## src/rtl/vga_timing_gen.sv

```systemverilog
// 640x480 VGA raster timing: free-running pixel/line counters plus hs/vs/blank
// delayed through a short register pipeline to line up with mapper RGB output.
module vga_timing_gen #(
  parameter int unsigned H_VISIBLE  = 640,
  parameter int unsigned H_FRONT    = 16,
  parameter int unsigned H_SYNC     = 96,
  parameter int unsigned H_BACK     = 48,
  parameter int unsigned V_VISIBLE  = 480,
  parameter int unsigned V_FRONT    = 10,
  parameter int unsigned V_SYNC     = 2,
  parameter int unsigned V_BACK     = 33,
  parameter int unsigned SYNC_DELAY = 2
) (
  input  logic       vga_clk,
  input  logic       reset,
  output logic [9:0] DrawX,
  output logic [9:0] DrawY,
  output logic       hs,
  output logic       vs,
  output logic       blank,
  output logic       sync,
  output logic       frame_start,
  output logic       line_start
);

  localparam int unsigned H_TOTAL = H_VISIBLE + H_FRONT + H_SYNC + H_BACK;
  localparam int unsigned V_TOTAL = V_VISIBLE + V_FRONT + V_SYNC + V_BACK;
  // A zero-depth request still gets one register so the pins stay glitch-free.
  localparam int unsigned DEPTH   = (SYNC_DELAY == 0) ? 1 : SYNC_DELAY;

  localparam logic [9:0] H_LAST   = 10'(H_TOTAL - 1);
  localparam logic [9:0] V_LAST   = 10'(V_TOTAL - 1);
  localparam logic [9:0] H_ACTIVE = 10'(H_VISIBLE);
  localparam logic [9:0] V_ACTIVE = 10'(V_VISIBLE);
  localparam logic [9:0] HS_START = 10'(H_VISIBLE + H_FRONT);
  localparam logic [9:0] HS_END   = 10'(H_VISIBLE + H_FRONT + H_SYNC);
  localparam logic [9:0] VS_START = 10'(V_VISIBLE + V_FRONT);
  localparam logic [9:0] VS_END   = 10'(V_VISIBLE + V_FRONT + V_SYNC);

  if (H_TOTAL > 1023 || V_TOTAL > 1023 || SYNC_DELAY > 7) begin : g_param_check
    $error("vga_timing_gen: line/frame totals must fit 10-bit counters and SYNC_DELAY must be 0..7");
  end

  logic [9:0] hc_reg;
  logic [9:0] vc_reg;
  logic       hs_raw;
  logic       vs_raw;
  logic       blank_raw;
  logic [DEPTH-1:0] hs_pipe;
  logic [DEPTH-1:0] vs_pipe;
  logic [DEPTH-1:0] blank_pipe;

  always_ff @(posedge vga_clk or posedge reset) begin
    if (reset) begin
      hc_reg <= '0;
      vc_reg <= '0;
    end else if (hc_reg == H_LAST) begin
      hc_reg <= '0;
      vc_reg <= (vc_reg == V_LAST) ? 10'd0 : vc_reg + 10'd1;
    end else begin
      hc_reg <= hc_reg + 10'd1;
    end
  end

  always_comb begin
    hs_raw    = !((hc_reg >= HS_START) && (hc_reg < HS_END));
    vs_raw    = !((vc_reg >= VS_START) && (vc_reg < VS_END));
    blank_raw = (hc_reg < H_ACTIVE) && (vc_reg < V_ACTIVE);
  end

  // Stage 0 samples the raw timing; the last stage drives the pins.
  always_ff @(posedge vga_clk or posedge reset) begin
    if (reset) begin
      hs_pipe    <= '1;
      vs_pipe    <= '1;
      blank_pipe <= '0;
    end else begin
      hs_pipe[0]    <= hs_raw;
      vs_pipe[0]    <= vs_raw;
      blank_pipe[0] <= blank_raw;
      for (int i = 1; i < int'(DEPTH); i++) begin
        hs_pipe[i]    <= hs_pipe[i-1];
        vs_pipe[i]    <= vs_pipe[i-1];
        blank_pipe[i] <= blank_pipe[i-1];
      end
    end
  end

  assign DrawX       = hc_reg;
  assign DrawY       = vc_reg;
  assign hs          = hs_pipe[DEPTH-1];
  assign vs          = vs_pipe[DEPTH-1];
  assign blank       = blank_pipe[DEPTH-1];
  assign sync        = 1'b0;
  assign frame_start = (hc_reg == 10'd0) && (vc_reg == 10'd0) && !reset;
  assign line_start  = (hc_reg == 10'd0) && !reset;

endmodule

```

## config.mk

```make
export PLATFORM = sky130hd
export DESIGN_NAME = vga_timing_gen
export DESIGN_NICKNAME = d
export VERILOG_FILES = /design/src/rtl/vga_timing_gen.sv
export SDC_FILE = /design/constraint.sdc
export NUM_CORES = 1
export LEC_CHECK = 0
export ABC_AREA = 1
export ABC_CLOCK_PERIOD_IN_PS = 1950
export CAP_MARGIN = 20
export CORE_UTILIZATION = 55
export CTS_CLUSTER_SIZE = 40
export DETAILED_ROUTE_END_ITERATION = 12
export GPL_TIMING_DRIVEN = 0
export MAX_ROUTING_LAYER = met4
export PLACE_DENSITY_LB_ADDON = 0.15
export SLEW_MARGIN = 20
export SYNTH_ARGS = -nofsm -noshare
export SYNTH_HDL_FRONTEND = slang
export SYNTH_SLANG_ARGS = --single-unit
```

## constraint.sdc

```tcl
create_clock -name vga_clk -period 1.95 [get_ports vga_clk]
set_input_delay 0.195 -clock vga_clk [delete_from_list [all_inputs] [get_ports vga_clk]]
set_output_delay 0.195 -clock vga_clk [all_outputs]
set_load 0.02 [all_outputs]
```

==> flow_metrics.tcl <==
set metrics [dict create \
    crit_type "reg -> out" \
    fillCellCount 187 \
    numCtsBuffers 3 \
    leakagePower_nw 0.809 \
    report.final.hold_viol_count 0 \
    clock_path_buffers 2 \
    cts_tree "done" \
    crit_family "simple AND/OR/NAND/NOR gates" \
    yosys_register_bits 26 \
    ant_nets 0 \
    outcome "complete, no violations" \
    gp_congestion 0.978 \
    required_ns 1.75 \
    io_buffers 26 \
    setup_viol 0 \
    critPathMaxFanout 3 \
    dp_cells 233 \
    avgViaCountPerCell 5.45 \
    ys_types 30 \
    vdd_drop_max_uv 296 \
    dieArea_um2 2860 \
    post-route-util 0.729 \
    post-synth-top-count-cell "nand2_1" \
    htreeDepth 1 \
    worst_pin_slew_ns 0.621 \
    yosys_warnings 0 \
    fmax_mhz 526 \
    overflow 0 \
    syn_area_per_cell_um2 8.23 \
    io-pin-count 28 \
    finalMaxSlewViolations 0 \
    startpoint_type "register" \
    antennaDiodeCount 0 \
    grt_first_pass_wirelength_um 5460 \
    clk_latency_ns 0.32 \
    areaGrowthSynthToFinish_pct 25.1 \
    hp-class "in -> async" \
    cts.sinks 26 \
    first_pass_iters 4 \
    grt_most_used_layer "met2" \
    yosys.area.top_type "dfrtp_1" \
    first_iter_violations 34 \
    num-nets-final 220 \
    synth_area_leaders "dfrtp_1, nand2_1, dfstp_2" \
    yosysTopAreaCellShare 0.378 \
    grt_max_degree 14 \
    skew_ns 0.00550 \
    use_met1 0.395 \
    worstPathArrival_ns 1.71 \
    fin_cells 241 \
    antenna_found_initial 0 \
    syn_area_um2 1460 \
    slowest_delay_ns 0.43 \
    drc_errors 0 \
    grt_use_met2 0.417 \
    ys.flop_type "dfrtp_1" \
    path_cells "inv_2 > ha_1 > inv_1 > nor2_1 > nand3_1 > nor4_2 > buf_4" \
    crit_slowest_cell "dfrtp_1" \
    grt_pass1_vias 1161 \
    coreArea_um2 2500 \
    die_w_um 53.5 \
    final_area_um2 1820 \
    die_h_um 53.5 \
    period_needed_ns 1.90 \
    seq_area_frac_synth 0.450 \
    placed_area_um2 1750 \
    dp_hpwl_um 2360 \
    layout-drive-gt1-share 0.156 \
    synthTopCellsByCount "nand2_1, inv_1, nor2_1" \
    timing.critical_path.buf_inv 3 \
    post_drt_wl_per_cell_um 13.6 \
    maxCapViolations 0 \
    synth_cells 177 \
    initial_core_util 0.583 \
    vias 1313 \
    use_met3 0.0287 \
    synth_nets 184 \
    async_flop_share 1.00 \
    power_density_nw_per_um2 435 \
    root_buffer "clkbuf_4" \
    row_count 18 \
    clkTransAtPathRegs_ns 0.14 \
    rsz0062_at_grt "true" \
    grt_use_total 0.277 \
    relSlewSlack 0.584 \
    worstSetupEndpointType "output port" \
    finalWirelength_um 3290 \
    synth_edf_count 0 \
    fin_crit_sh 0.975 \
]
final cells by class:
| class | instances | area [µm²] | area share |
|---|---|---|---|
| clock buffer | 3 | 22.5 | 0.0124 |
| timing repair buffer | 30 | 287 | 0.157 |
| buffer | 5 | 42.5 | 0.0234 |
| multi-input combinational | 119 | 666 | 0.365 |
| tap | 30 | 37.5 | 0.0206 |
| sequential | 26 | 657 | 0.361 |
| timing repair inverter | 1 | 5.00 | 0.00275 |
| inverter | 27 | 105 | 0.0577 |
flip-flops by register name, summed over array words and instances, names as in the netlist:
name,flops
hs_pipe,2
blank_pipe,2
DrawX,10
vs_pipe,2
DrawY,10
through the flow:
stage	worst slack [ns]	setup TNS (ns)	hold slack, ns	total power, mW
CTS	-0.00257	-0.00257	0.355	0.798
finish	0.0495	0	0.335	0.793
floorplan	0.0891	0	0.240	0.562
detailed placement	-0.924	-1.61	0.346	0.567
global route	-0.0531	-0.0531	0.366	0.818
global placement	-0.828	-1.43	0.332	0.567
final timing paths:
kind | start | end | slack [ns] | cells after the start
worst max-delay path | DrawX[1]$_DFF_PP0_ | frame_start | 0.05 | 7
worst min-delay path | reset | DrawX[9]$_DFF_PP0_ | 0.34 | 3
worst max register to register | DrawX[0]$_DFF_PP0_ | DrawY[4]$_DFFE_PP0N_ | 0.40 | 9
worst min register to register | hs_pipe[0]$_DFF_PP1_ | hs_pipe[1]$_DFF_PP1_ | 0.37 | 0
max in group asynchronous | reset | DrawX[6]$_DFF_PP0_ | 1.28 | 2
min in group vga_clk | hs_pipe[0]$_DFF_PP1_ | hs_pipe[1]$_DFF_PP1_ | 0.37 | 0
layout by cell type (no fill, tap or decap), types with 4 or more instances in the layout:
master,count
buf_4,7
nor2_1,24
xor2_1,7
dfrtp_1,21
nand4_1,8
o21ai_0,5
clkdlybuf4s50_1,24
inv_1,23
nand3_1,12
nor3_1,8
ha_1,5
nand2_1,30
dfstp_2,4
logic make-up (layout without fill, tap and decap cells):
group,after synthesis,in the layout,share of synthesized area
fa+ha+maj,5,5,0.0430
other cells,1,1,0.00257
buf+inv,32,66,0.0988
simple gates,93,93,0.305
compound gates,11,11,0.0464
xor+xnor,9,9,0.0541
flops,26,26,0.450
where the power goes:
group          internal (mW)  total, mW  switching, mW
clock                 0.0724      0.232          0.160
sequential             0.540      0.540              0
combinational        0.00555     0.0213         0.0157
per-layer routing:
layer / vias up / share of wire
li1: 633 / -
met1: 600 / 0.44
met2: 70 / 0.47
met3: 10 / 0.071
met4: 0 / 0.013
met5: - / 0
worst min-delay path: cells and delay by family:
family	cells	cell delay, ns
buf+inv	3	0.84
what timing repair did:
action / in CTS / in global routing
endpoints found under the setup margin: 2 / 2
gates cloned: 1 / 0
pin swaps: 0 / 1
gates resized for setup: 9 / 4
hold buffers: 0 / 0
endpoints found under the hold margin: 0 / 0
setup buffers: 1 / 3
Power figures use the tool's default switching activity.
==> RTL edit (same flow settings) <==
Reset style: synchronous (`reset`), changed in 2 clocked blocks.
--- a/src/rtl/vga_timing_gen.sv
+++ b/src/rtl/vga_timing_gen.sv
@@ -51,5 +51,5 @@
   logic [DEPTH-1:0] blank_pipe;
 
-  always_ff @(posedge vga_clk or posedge reset) begin
+  always_ff @(posedge vga_clk) begin
     if (reset) begin
       hc_reg <= '0;
@@ -70,5 +70,5 @@
 
   // Stage 0 samples the raw timing; the last stage drives the pins.
-  always_ff @(posedge vga_clk or posedge reset) begin
+  always_ff @(posedge vga_clk) begin
     if (reset) begin
       hs_pipe    <= '1;
Behaviour: differs if reset is asserted again (counterexample within 4 cycles, from zero or initial values and one cycle with reset high); with reset held inactive, the same outputs for 10 cycles.
==> RTL edit against the original RTL <==
  * Routed wire length fell by 14%
  * Global-route usage down 4.0 points
  * Sequential cell count is the same
  * Die area decreased by 4.5%
  * Area after synthesis is 4.6% lower
  * Setup slack gained 0.080 ns
  * First-iteration DRC count shrank 12%
  * Design area decreased by 6.3%
  * Largest cell class unchanged
Power is not compared: it rests on default switching activity, and its combinational part moved more than twofold at a synthesized area within 25%.
==> RTL edit: results (changes against the original RTL) <==
<table>
<tr><th>Metric</th><th>Value</th></tr>
<tr><th colspan="2">Setup path</th></tr>
<tr><td>Slowest library cell on the worst path</td><td>dfxtp_1 (was dfrtp_1)</td></tr>
<tr><td>Critical path launch point</td><td>DrawY[0] (was DrawX[1])</td></tr>
<tr><td>Worst Reg2Reg Path Length in Cells</td><td>8 (was 9)</td></tr>
<tr><td>Worst reg2reg path endpoint</td><td>DrawY[9] (was DrawY[4])</td></tr>
<tr><td>Worst R2R Start</td><td>DrawX[0] (unchanged)</td></tr>
<tr><td>CP max stage delay</td><td>0.37 ns (was 0.43 ns)</td></tr>
<tr><th colspan="2">Route</th></tr>
<tr><td>Vias</td><td>1273 (was 1313)</td></tr>
<tr><td>Number of vias per cell after detailed routing</td><td>5.09 (was 5.45)</td></tr>
<tr><td>WL final</td><td>2840 µm (was 3290 µm)</td></tr>
<tr><td>Initial DRC Count</td><td>30 (was 34)</td></tr>
<tr><td>Routed metal-1 wirelength</td><td>1430 µm (was 1450 µm)</td></tr>
<tr><th colspan="2">Layout</th></tr>
<tr><td>Share of layout cells above drive strength 1</td><td>0.117 (was 0.156)</td></tr>
<tr><td>Total number of nets in the final design</td><td>231 (was 220)</td></tr>
<tr><th colspan="2">Yosys</th></tr>
<tr><td>Top cell types by occurrence after synthesis</td><td>nand2_1, nor2_1, dfxtp_1 (was nand2_1, inv_1, nor2_1)</td></tr>
<tr><td>Cell count after synthesis</td><td>193 (was 177)</td></tr>
<tr><td>Adder and majority cell fraction of the synthesized area</td><td>0.0450 (was 0.0430)</td></tr>
<tr><td>Netlist cell types</td><td>26 (was 30)</td></tr>
<tr><td>Post-synthesis net count</td><td>200 (was 184)</td></tr>
<tr><th colspan="2">Global routing</th></tr>
<tr><td>Global Route met3 Usage</td><td>0.0290 (was 0.0287)</td></tr>
<tr><td>Global-route met2 utilization</td><td>0.376 (was 0.417)</td></tr>
<tr><td>Global-route wire length before repair</td><td>4740 µm (was 5460 µm)</td></tr>
<tr><th colspan="2">Placed design</th></tr>
<tr><td>GP Congestion</td><td>0.910 (was 0.978)</td></tr>
<tr><td>Worst setup slack before clock tree synthesis</td><td>-0.355 ns (was -0.924 ns)</td></tr>
<tr><th colspan="2">Outcome</th></tr>
<tr><td>Result of the run</td><td>finished clean (unchanged)</td></tr>
<tr><th colspan="2">Clock network</th></tr>
<tr><td>Number of buffers inserted by post-CTS setup repair</td><td>0 (was 1)</td></tr>
</table>
[RTL edit: cell types whose count changed after synthesis, moves of 4 or more]
cell / change
nor3_1: -6
nand2_1: +8
nand2_4: +4
nand4_1: -5
nor2_1: +13
nand3_1: +8
dfrtp_1: -22
inv_1: -5
dfstp_2: -4
a21oi_1: +5
o21ai_0: -5
dfxtp_1: +26
[RTL edit: cell type report]
cell class                 instances  area [µm²]
clock buffer                       3        22.5
buffer                             2        15.0
inverter                          24        95.1
fill                             186         591
tap                               28        35.0
sequential                        26         520
multi-input combinational        141         764
timing repair buffer              26         254
[RTL edit: kinds of logic (layout without fill, tap and decap cells)]
group	count (synthesis)	in the layout
other	1	1
flip-flops	26	26
AO/OA/AOI/OAI	10	10
AND/OR/NAND/NOR	120	120
XOR/XNOR	5	5
adder cells (fa/ha/maj)	5	5
buffers and inverters	26	55
[RTL edit: timing repair]
action | in CTS | in global routing
setup endpoints to repair | 2 | 1
gates resized for setup | 7 | 1
endpoints found under the hold margin | 0 | 0
pin swaps | 0 | 0
